File: src/rtl/beep_arbiter.sv
// Three-requester fixed-priority beeper arbiter: grants one tone at a time, gates
// it onto fm as a square wave for a timed duration, then holds a silent gap.
module beep_arbiter #(
    parameter int DIV_W     = 16,
    parameter int DUR_W     = 16,
    parameter int TICK_DIV  = 50000,
    parameter int GAP_TICKS = 20
) (
    input  logic             clk,
    input  logic             rst_n,
    input  logic [2:0]       req,
    input  logic [DIV_W-1:0] div0,
    input  logic [DIV_W-1:0] div1,
    input  logic [DIV_W-1:0] div2,
    input  logic [DUR_W-1:0] dur0,
    input  logic [DUR_W-1:0] dur1,
    input  logic [DUR_W-1:0] dur2,
    input  logic             stop,
    output logic [2:0]       ack,
    output logic [2:0]       done,
    output logic             busy,
    output logic             fm
);

    localparam int PS_W  = (TICK_DIV > 1) ? $clog2(TICK_DIV) : 1;
    localparam int GAP_W = $clog2(GAP_TICKS + 1);
    localparam int TC_W  = (DUR_W > GAP_W) ? DUR_W : GAP_W;
    localparam logic [PS_W-1:0] PS_LAST  = PS_W'(TICK_DIV - 1);
    localparam logic [TC_W-1:0] GAP_LAST = TC_W'(GAP_TICKS - 1);

    typedef enum logic [1:0] {
        IDLE = 2'd0,
        PLAY = 2'd1,
        GAP  = 2'd2
    } state_t;

    state_t           state, state_d;
    logic [PS_W-1:0]  pc, pc_d;
    logic [TC_W-1:0]  tc, tc_d, dur_last;
    logic [DIV_W-1:0] hc, hc_d, div_q, div_d, sel_div, div_last;
    logic [DUR_W-1:0] dur_q, dur_d, sel_dur;
    logic [2:0]       gnt, gnt_d, ack_d, done_d;
    logic             busy_d, fm_d, tick_last, play_last;

    // pc divides clk into ticks, tc counts ticks within the tone or the gap
    assign tick_last = (pc == PS_LAST);
    assign dur_last  = TC_W'(dur_q) - TC_W'(1);
    assign div_last  = div_q - DIV_W'(1);
    assign play_last = (dur_q == '0) || (tick_last && (tc == dur_last));

    always_comb begin
        state_d = state;
        pc_d    = pc;
        tc_d    = tc;
        hc_d    = hc;
        div_d   = div_q;
        dur_d   = dur_q;
        gnt_d   = gnt;
        sel_div = div0;
        sel_dur = dur0;
        ack_d   = 3'b000;
        done_d  = 3'b000;
        fm_d    = 1'b1;
        case (state)
            IDLE: begin
                if (!stop && (req != 3'b000)) begin
                    if (req[0]) begin
                        gnt_d   = 3'b001;
                        sel_div = div0;
                        sel_dur = dur0;
                    end else if (req[1]) begin
                        gnt_d   = 3'b010;
                        sel_div = div1;
                        sel_dur = dur1;
                    end else begin
                        gnt_d   = 3'b100;
                        sel_div = div2;
                        sel_dur = dur2;
                    end
                    ack_d   = gnt_d;
                    div_d   = sel_div;
                    dur_d   = sel_dur;
                    pc_d    = '0;
                    tc_d    = '0;
                    hc_d    = '0;
                    fm_d    = (sel_div == '0) || (sel_dur == '0);
                    state_d = PLAY;
                end
            end
            PLAY: begin
                if (stop) begin
                    state_d = IDLE;
                end else if (play_last) begin
                    state_d = GAP;
                    done_d  = gnt;
                    pc_d    = '0;
                    tc_d    = '0;
                end else begin
                    pc_d = tick_last ? '0 : pc + PS_W'(1);
                    tc_d = tick_last ? tc + TC_W'(1) : tc;
                    fm_d = fm;
                    // A zero divisor leaves fm parked high for a silent tone
                    if (div_q != '0) begin
                        if (hc == div_last) begin
                            fm_d = ~fm;
                            hc_d = '0;
                        end else begin
                            hc_d = hc + DIV_W'(1);
                        end
                    end
                end
            end
            GAP: begin
                if (stop || (tick_last && (tc == GAP_LAST))) begin
                    state_d = IDLE;
                end else begin
                    pc_d = tick_last ? '0 : pc + PS_W'(1);
                    tc_d = tick_last ? tc + TC_W'(1) : tc;
                end
            end
            default: state_d = IDLE;
        endcase
        busy_d = (state_d != IDLE);
    end

    always_ff @(posedge clk or negedge rst_n) begin
        if (!rst_n) begin
            state <= IDLE;
            pc    <= '0;
            tc    <= '0;
            hc    <= '0;
            div_q <= '0;
            dur_q <= '0;
            gnt   <= 3'b000;
            ack   <= 3'b000;
            done  <= 3'b000;
            busy  <= 1'b0;
            fm    <= 1'b1;
        end else begin
            state <= state_d;
            pc    <= pc_d;
            tc    <= tc_d;
            hc    <= hc_d;
            div_q <= div_d;
            dur_q <= dur_d;
            gnt   <= gnt_d;
            ack   <= ack_d;
            done  <= done_d;
            busy  <= busy_d;
            fm    <= fm_d;
        end
    end

endmodule

File: config.mk
export PLATFORM = sky130hd
export DESIGN_NAME = beep_arbiter
export DESIGN_NICKNAME = d
export VERILOG_FILES = /design/src/rtl/beep_arbiter.sv
export SDC_FILE = /design/constraint.sdc
export NUM_CORES = 1
export LEC_CHECK = 0
export ABC_AREA = 0
export CAP_MARGIN = 20
export CORE_MARGIN = 5
export CORE_UTILIZATION = 45
export CTS_CLUSTER_SIZE = 40
export DETAILED_ROUTE_END_ITERATION = 8
export GPL_TIMING_DRIVEN = 0
export PLACE_DENSITY = 0.69
export SLEW_MARGIN = 40
export SYNTH_ARGS = -nofsm -noshare
export SYNTH_HDL_FRONTEND = slang
export SYNTH_SLANG_ARGS = --single-unit
File: constraint.sdc
create_clock -name clk -period 10.18 [get_ports clk]
set_input_delay 2.545 -clock clk [delete_from_list [all_inputs] [get_ports clk]]
set_output_delay 2.545 -clock clk [all_outputs]
set_load 0.02 [all_outputs]
* After elaboration in Yosys (flattened, before gate mapping) *
Cells that the tools add are included.

word-level totals
  output and inout bits = 8
  logic and storage cells = 92
  register bits = 93
  bits of input ports = 102

operators by class
  mux-type cells = 42
  eq/ne operators = 13
  add/sub/neg operators = 5
  reductions and logical operators = 20
  bitwise logic cells = 1

operators by type and width
  operator                 count
  $mux W16                 21
  $pmux W16 S3             2
  $add A16 B1 Y16 const B  3
  $logic_not A16 Y1        3
  $eq A16 B16 Y1           2
  $pmux W16 S2             1
  $sub A16 B1 Y16 const B  2
  $mux W3                  7
  $eq A16 B16 Y1 const B   1
  $eq A16 B5 Y1 const B    1
  $reduce_bool A16 Y1      1
  $ne A2 B2 Y1 const B     5
  $mux W2                  4
  $ne A4 B4 Y1 const B     2
  $pmux W2 S3              1
  $reduce_bool A3 Y1       2
  $mux W1                  5
  $reduce_and A5 Y1        1
  $reduce_and A2 Y1        2
  $reduce_and A4 Y1        1
  $reduce_bool A2 Y1       2
  $logic_and A1 B1 Y1      3
  $logic_or A1 B1 Y1       3
  $eq A2 B1 Y1 const B     1
  other kinds (5)          5

* Logic depth before layout (Yosys ltp) *
  word-level depth = 8
  depth in mapped cells = 12
  depth with buffers taken out = 10

* Worst setup path before layout *
No wires, ideal clock.

  path type = input-to-reg
  from = input port req[1]
  to = register tc[4]
  path buffers = 2
  stages on the path = 10
  arrival = 4763 ps
  required time = 10102 ps
  setup slack = 5340 ps
  setup time = 78 ps
  cells stage by stage = clkbuf_1 > clkbuf_1 > nor3_1 > o21ai_0 > nand2_1 > a21o_1 > nor3_1 > nand2_1 > or2_2 > a21oi_1

between the ends
  word-level cells in the longest chain between the ends = 4

ends and longest elaborated chain
  element                             RTL line  RTL
  from (decl)                         11        input logic [2:0] req,
  $reduce_bool A3 Y1                  66        if (!stop && (req != 3'b000)) begin
  $logic_and A1 B1 Y1                 66
  $ne A2 B2 Y1 (no source line)       n/a
  $reduce_and A4 Y1 (no source line)  n/a
  to (signal assigned)                142       tc <= tc_d;
  to (decl)                           39        logic [TC_W-1:0] tc, tc_d, dur_last;

Every way passes these cells.
A chain may end at the register's enable or synchronous reset.

* Final worst setup path *
Same ends and word-level chain as after synthesis.

==> qor.tcl <==
set qor(layout_min_cycle_time_ps) 5290
set qor(rr_worst_depth) 12
set qor(drt-vias-per-instance) 5.79
set qor(cpMaxStageDelayCell) {nor3_1}
set qor(via_count) 5925
set qor(drv_cap) 0
set qor(critical-path-max-stage-delay_ps) 630
set qor(flow.area_growth_from_synthesis_pct) 25.5
set qor(report.final.setup_viol) 0
set qor(clock_tree.root_cell) {clkbuf_16}
set qor(critPathCapture) {tc[4]$_DFFE_PN0P_}
set qor(die_w_um) 130
set qor(cell_with_the_most_instances_after_synthesis) {dfrtp_1}
set qor(hpwl_um) 13900
set qor(min-delay-start) {gnt[1]$_DFFE_PN0P_}
set qor(final_min_period_over_clock_period) 0.520
set qor(outcome) {finished clean}
set qor(initial_utilization) 0.462
set qor(cts-root-to-sink-buffers) 2
set qor(row_cnt) 43
set qor(netSwitchingFraction) 0.420
set qor(detail_route.wirelength_um) 17800
set qor(crit_path_start_kind) {primary input}
set qor(asyncSetResetFlopFracSynth) 1.00
set qor(grt_start_max_net_pins) 61
set qor(synth_ff_type) {dfrtp_1}
set qor(clk-insertion-delay-late_ps) 360
set qor(maxSlewViolCount) 0
set qor(library_cell_with_the_largest_summed_area_after_synthesis) {dfrtp_1}
set qor(p_clk_frac) 0.204
set qor(synth_edf_count) 0
set qor(cts.hold.buffers_added) 0
set qor(post_cts.resized_instances) 0
set qor(max_clock_freq_mhz) 189
set qor(fp.dieH_um) 130
set qor(finalWeightedCongestion) 0.888
set qor(rsz0062_at_grt) {false}
set qor(power.share.sequential) 0.334
set qor(final_layout_size_suffix_gt1_frac) 0.0924
set qor(timing_worst_slew_pin_value_ps) 760
set qor(synth.lib_cells_used.distinct) 70
set qor(total_switching_power_w) 0.000715
set qor(port_buffer_count) 108
set qor(post_drt_wl_per_cell_um) 17.4
set qor(cts_buffers) 9
set qor(floorplan.io_pins) 110
set qor(synth.yosys.warnings) 0
set qor(cell_internal_pwr_w) 0.000987
set qor(mean_post_synth_cell_area_um2) 8.98
set qor(mappedNetlistNets) 832
set qor(cts-htree-levels) 3
set qor(design.die.area_um2) 16800
set qor(worst_ir_drop_vdd_mv) 0.145
set qor(utilization) 0.579
set qor(combPwrFrac) 0.462
set qor(crit_path_cell_trace) {clkbuf_1 -> clkbuf_1 -> nor3_1 -> o21ai_0 -> nand2_1 -> a21o_1 -> nor3_1 -> nand2_1 -> or2_2 -> a21oi_1}
set qor(clk_pin_slew_ps) 70
set qor(grt.overflow.total) 0
set qor(numClockSinks) 93
set qor(post-route-drc-count) 0
set qor(source_of_the_critical_timing_path) {req[1]}
set qor(ys_ff_latch) 93
set qor(path_max_fanout) 10
set qor(arrival_ps) 5560
set qor(power_density_nw_per_um2) 210
set qor(setup_bufs_post_cts) 0
set qor(post_synth_instance_area_um2) 6460
set qor(core_area_um2) 14000
set qor(holdCritPathClass) {reg2reg}
set qor(grt_first_pass_wirelength_um) 29500
set qor(worst-endpoint-required_ps) 10450
set qor(post-synth-top-area-fraction) 0.356
set qor(antenna_cells) 0
set qor(finalHoldViolCount) 0
set qor(synth-seq-area-share) 0.361
set qor(timing_worst_setup_path_type) {in2reg}
set qor(grt_pass1_vias) 6047
set qor(synth_top_cells_by_area) {dfrtp_1 (36%), mux2_2 (5.9%), mux2i_1 (5.6%), nand2_1 (4.2%), xnor2_1 (4.1%)}
set qor(synth_instances) 719
set qor(cp-end-kind) {flip-flop}
set qor(regToRegSetupSlack_ps) 6180
set qor(worst_rel_slew_slack) 0.493
set qor(num-fill-cells) 1271
set qor(setup_tns_ps) 0
set qor(design.final.nets) 952
set qor(tritoncts) {built}
set qor(worst_r2r_endpoint) {hc[6]$_DFFE_PN0P_}
set qor(initial_antenna_violation_count) 0
set qor(track_usage) 0.216
set qor(detail_route.iter0.violations) 384
set qor(drt_pre_antenna_iters) 5
set qor(timing.clock.skew_ps) 10.8
set qor(antenna_violating_nets_post_route) 0
set qor(top_cells_by_instance_count_after_synthesis) {dfrtp_1 (92), nand2_1 (73), o21ai_0 (46), nor2_1 (44), nand4_1 (37)}
set qor(regToRegStartpoint) {div_q[0]$_DFFE_PN0P_}
set qor(total_leakage_power_nw) 3.27
[routing by layer]
layer,share of wire,routed length [µm],GRT usage,vias up
li1,-,-,-,2868
met1,0.45,7980,0.274,2891
met2,0.49,8750,0.373,135
met3,0.037,650,0.0401,31
met4,0.023,412,0.0709,0
met5,0,0,0,-
[through the flow]
stage	total power, W	worst slack (ps)	std cells	hold slack, ps	area, µm²
final	0.00170	4890	1024	470	8100
after global routing	0.00183	4630	1024	505	8100
after CTS	0.00170	4900	1024	473	8090
after detailed placement	0.00135	4530	1008	458	7790
after global placement	0.00132	3130	1007	452	7760
after floorplan	0.00112	5340	719	441	6460
[logic make-up after synthesis]
group           Yosys count  synth area share
fa+ha+maj                11            0.0213
simple gates            283             0.234
compound gates          130             0.143
buf+inv                  76            0.0496
mux                      70             0.115
flops                    93             0.361
xor+xnor                 56            0.0759
[power groups by stage]
stage	clock (W)	combinational [W]	sequential [W]
2_1_floorplan	0	0.000569	0.000548
3_3_place_gp	0	0.000752	0.000567
3_5_place_dp	0	0.000776	0.000574
4_1_cts	0.000355	0.000779	0.000566
5_1_grt	0.000371	0.000874	0.000582
6_report	0.000346	0.000787	0.000569
[final cells by class]
cell class,count,area (µm²),share of cell area
inverter,33,124,0.0153
sequential,93,2330,0.287
tap,180,225,0.0278
multi-input combinational,550,3820,0.471
timing repair buffer,109,1110,0.137
clock buffer,10,229,0.0283
clock inverter,6,71.3,0.00880
buffer,43,196,0.0242
[layout by cell type, fill, tap and decap left out, types with 9 or more instances in the layout]
| master | Yosys | layout |
|---|---|---|
| nor4_1 | 15 | 15 |
| ha_1 | 11 | 11 |
| xnor2_1 | 30 | 30 |
| inv_1 | 32 | 32 |
| nor3_1 | 13 | 13 |
| nand3_1 | 30 | 30 |
| and3_1 | 11 | 11 |
| clkbuf_1 | 30 | 31 |
| xor2_1 | 26 | 26 |
| mux2i_1 | 36 | 36 |
| clkbuf_16 | 0 | 9 |
| o21ai_0 | 46 | 46 |
| nor2_1 | 44 | 44 |
| nand4_1 | 37 | 37 |
| nand2_1 | 73 | 73 |
| o22ai_1 | 9 | 9 |
| o211ai_1 | 13 | 13 |
| clkdlybuf4s50_1 | 0 | 107 |
| mux2_2 | 34 | 34 |
| or3_1 | 9 | 9 |
| dfrtp_1 | 92 | 92 |
| a21oi_1 | 10 | 10 |
[sequential cells by signal (all words and copies together) (netlist names)]
register,count
ack,3
busy,1
div_q,16
done,3
dur_q,16
fm,1
gnt,3
hc,16
pc,16
state,2
tc,16
[critical path: cells and delay by family]
| family | cells | cell delay [ps] |
|---|---|---|
| compound gates | 3 | 830 |
| buf+inv | 2 | 780 |
| simple gates | 5 | 1410 |
[how the worst min path moves through the flow]
stage / endpoint / slack, ps / cells past startpoint
6_report: gnt[1]$_DFFE_PN0P_ / 470 / 1
5_1_grt: gnt[1]$_DFFE_PN0P_ / 500 / 1
4_1_cts: gnt[1]$_DFFE_PN0P_ / 470 / 1
3_5_place_dp: gnt[1]$_DFFE_PN0P_ / 460 / 1
2_1_floorplan: gnt[0]$_DFFE_PN0P_ / 440 / 1
3_3_place_gp: gnt[1]$_DFFE_PN0P_ / 450 / 1
Note: power is estimated with default switching activity, not from simulation.
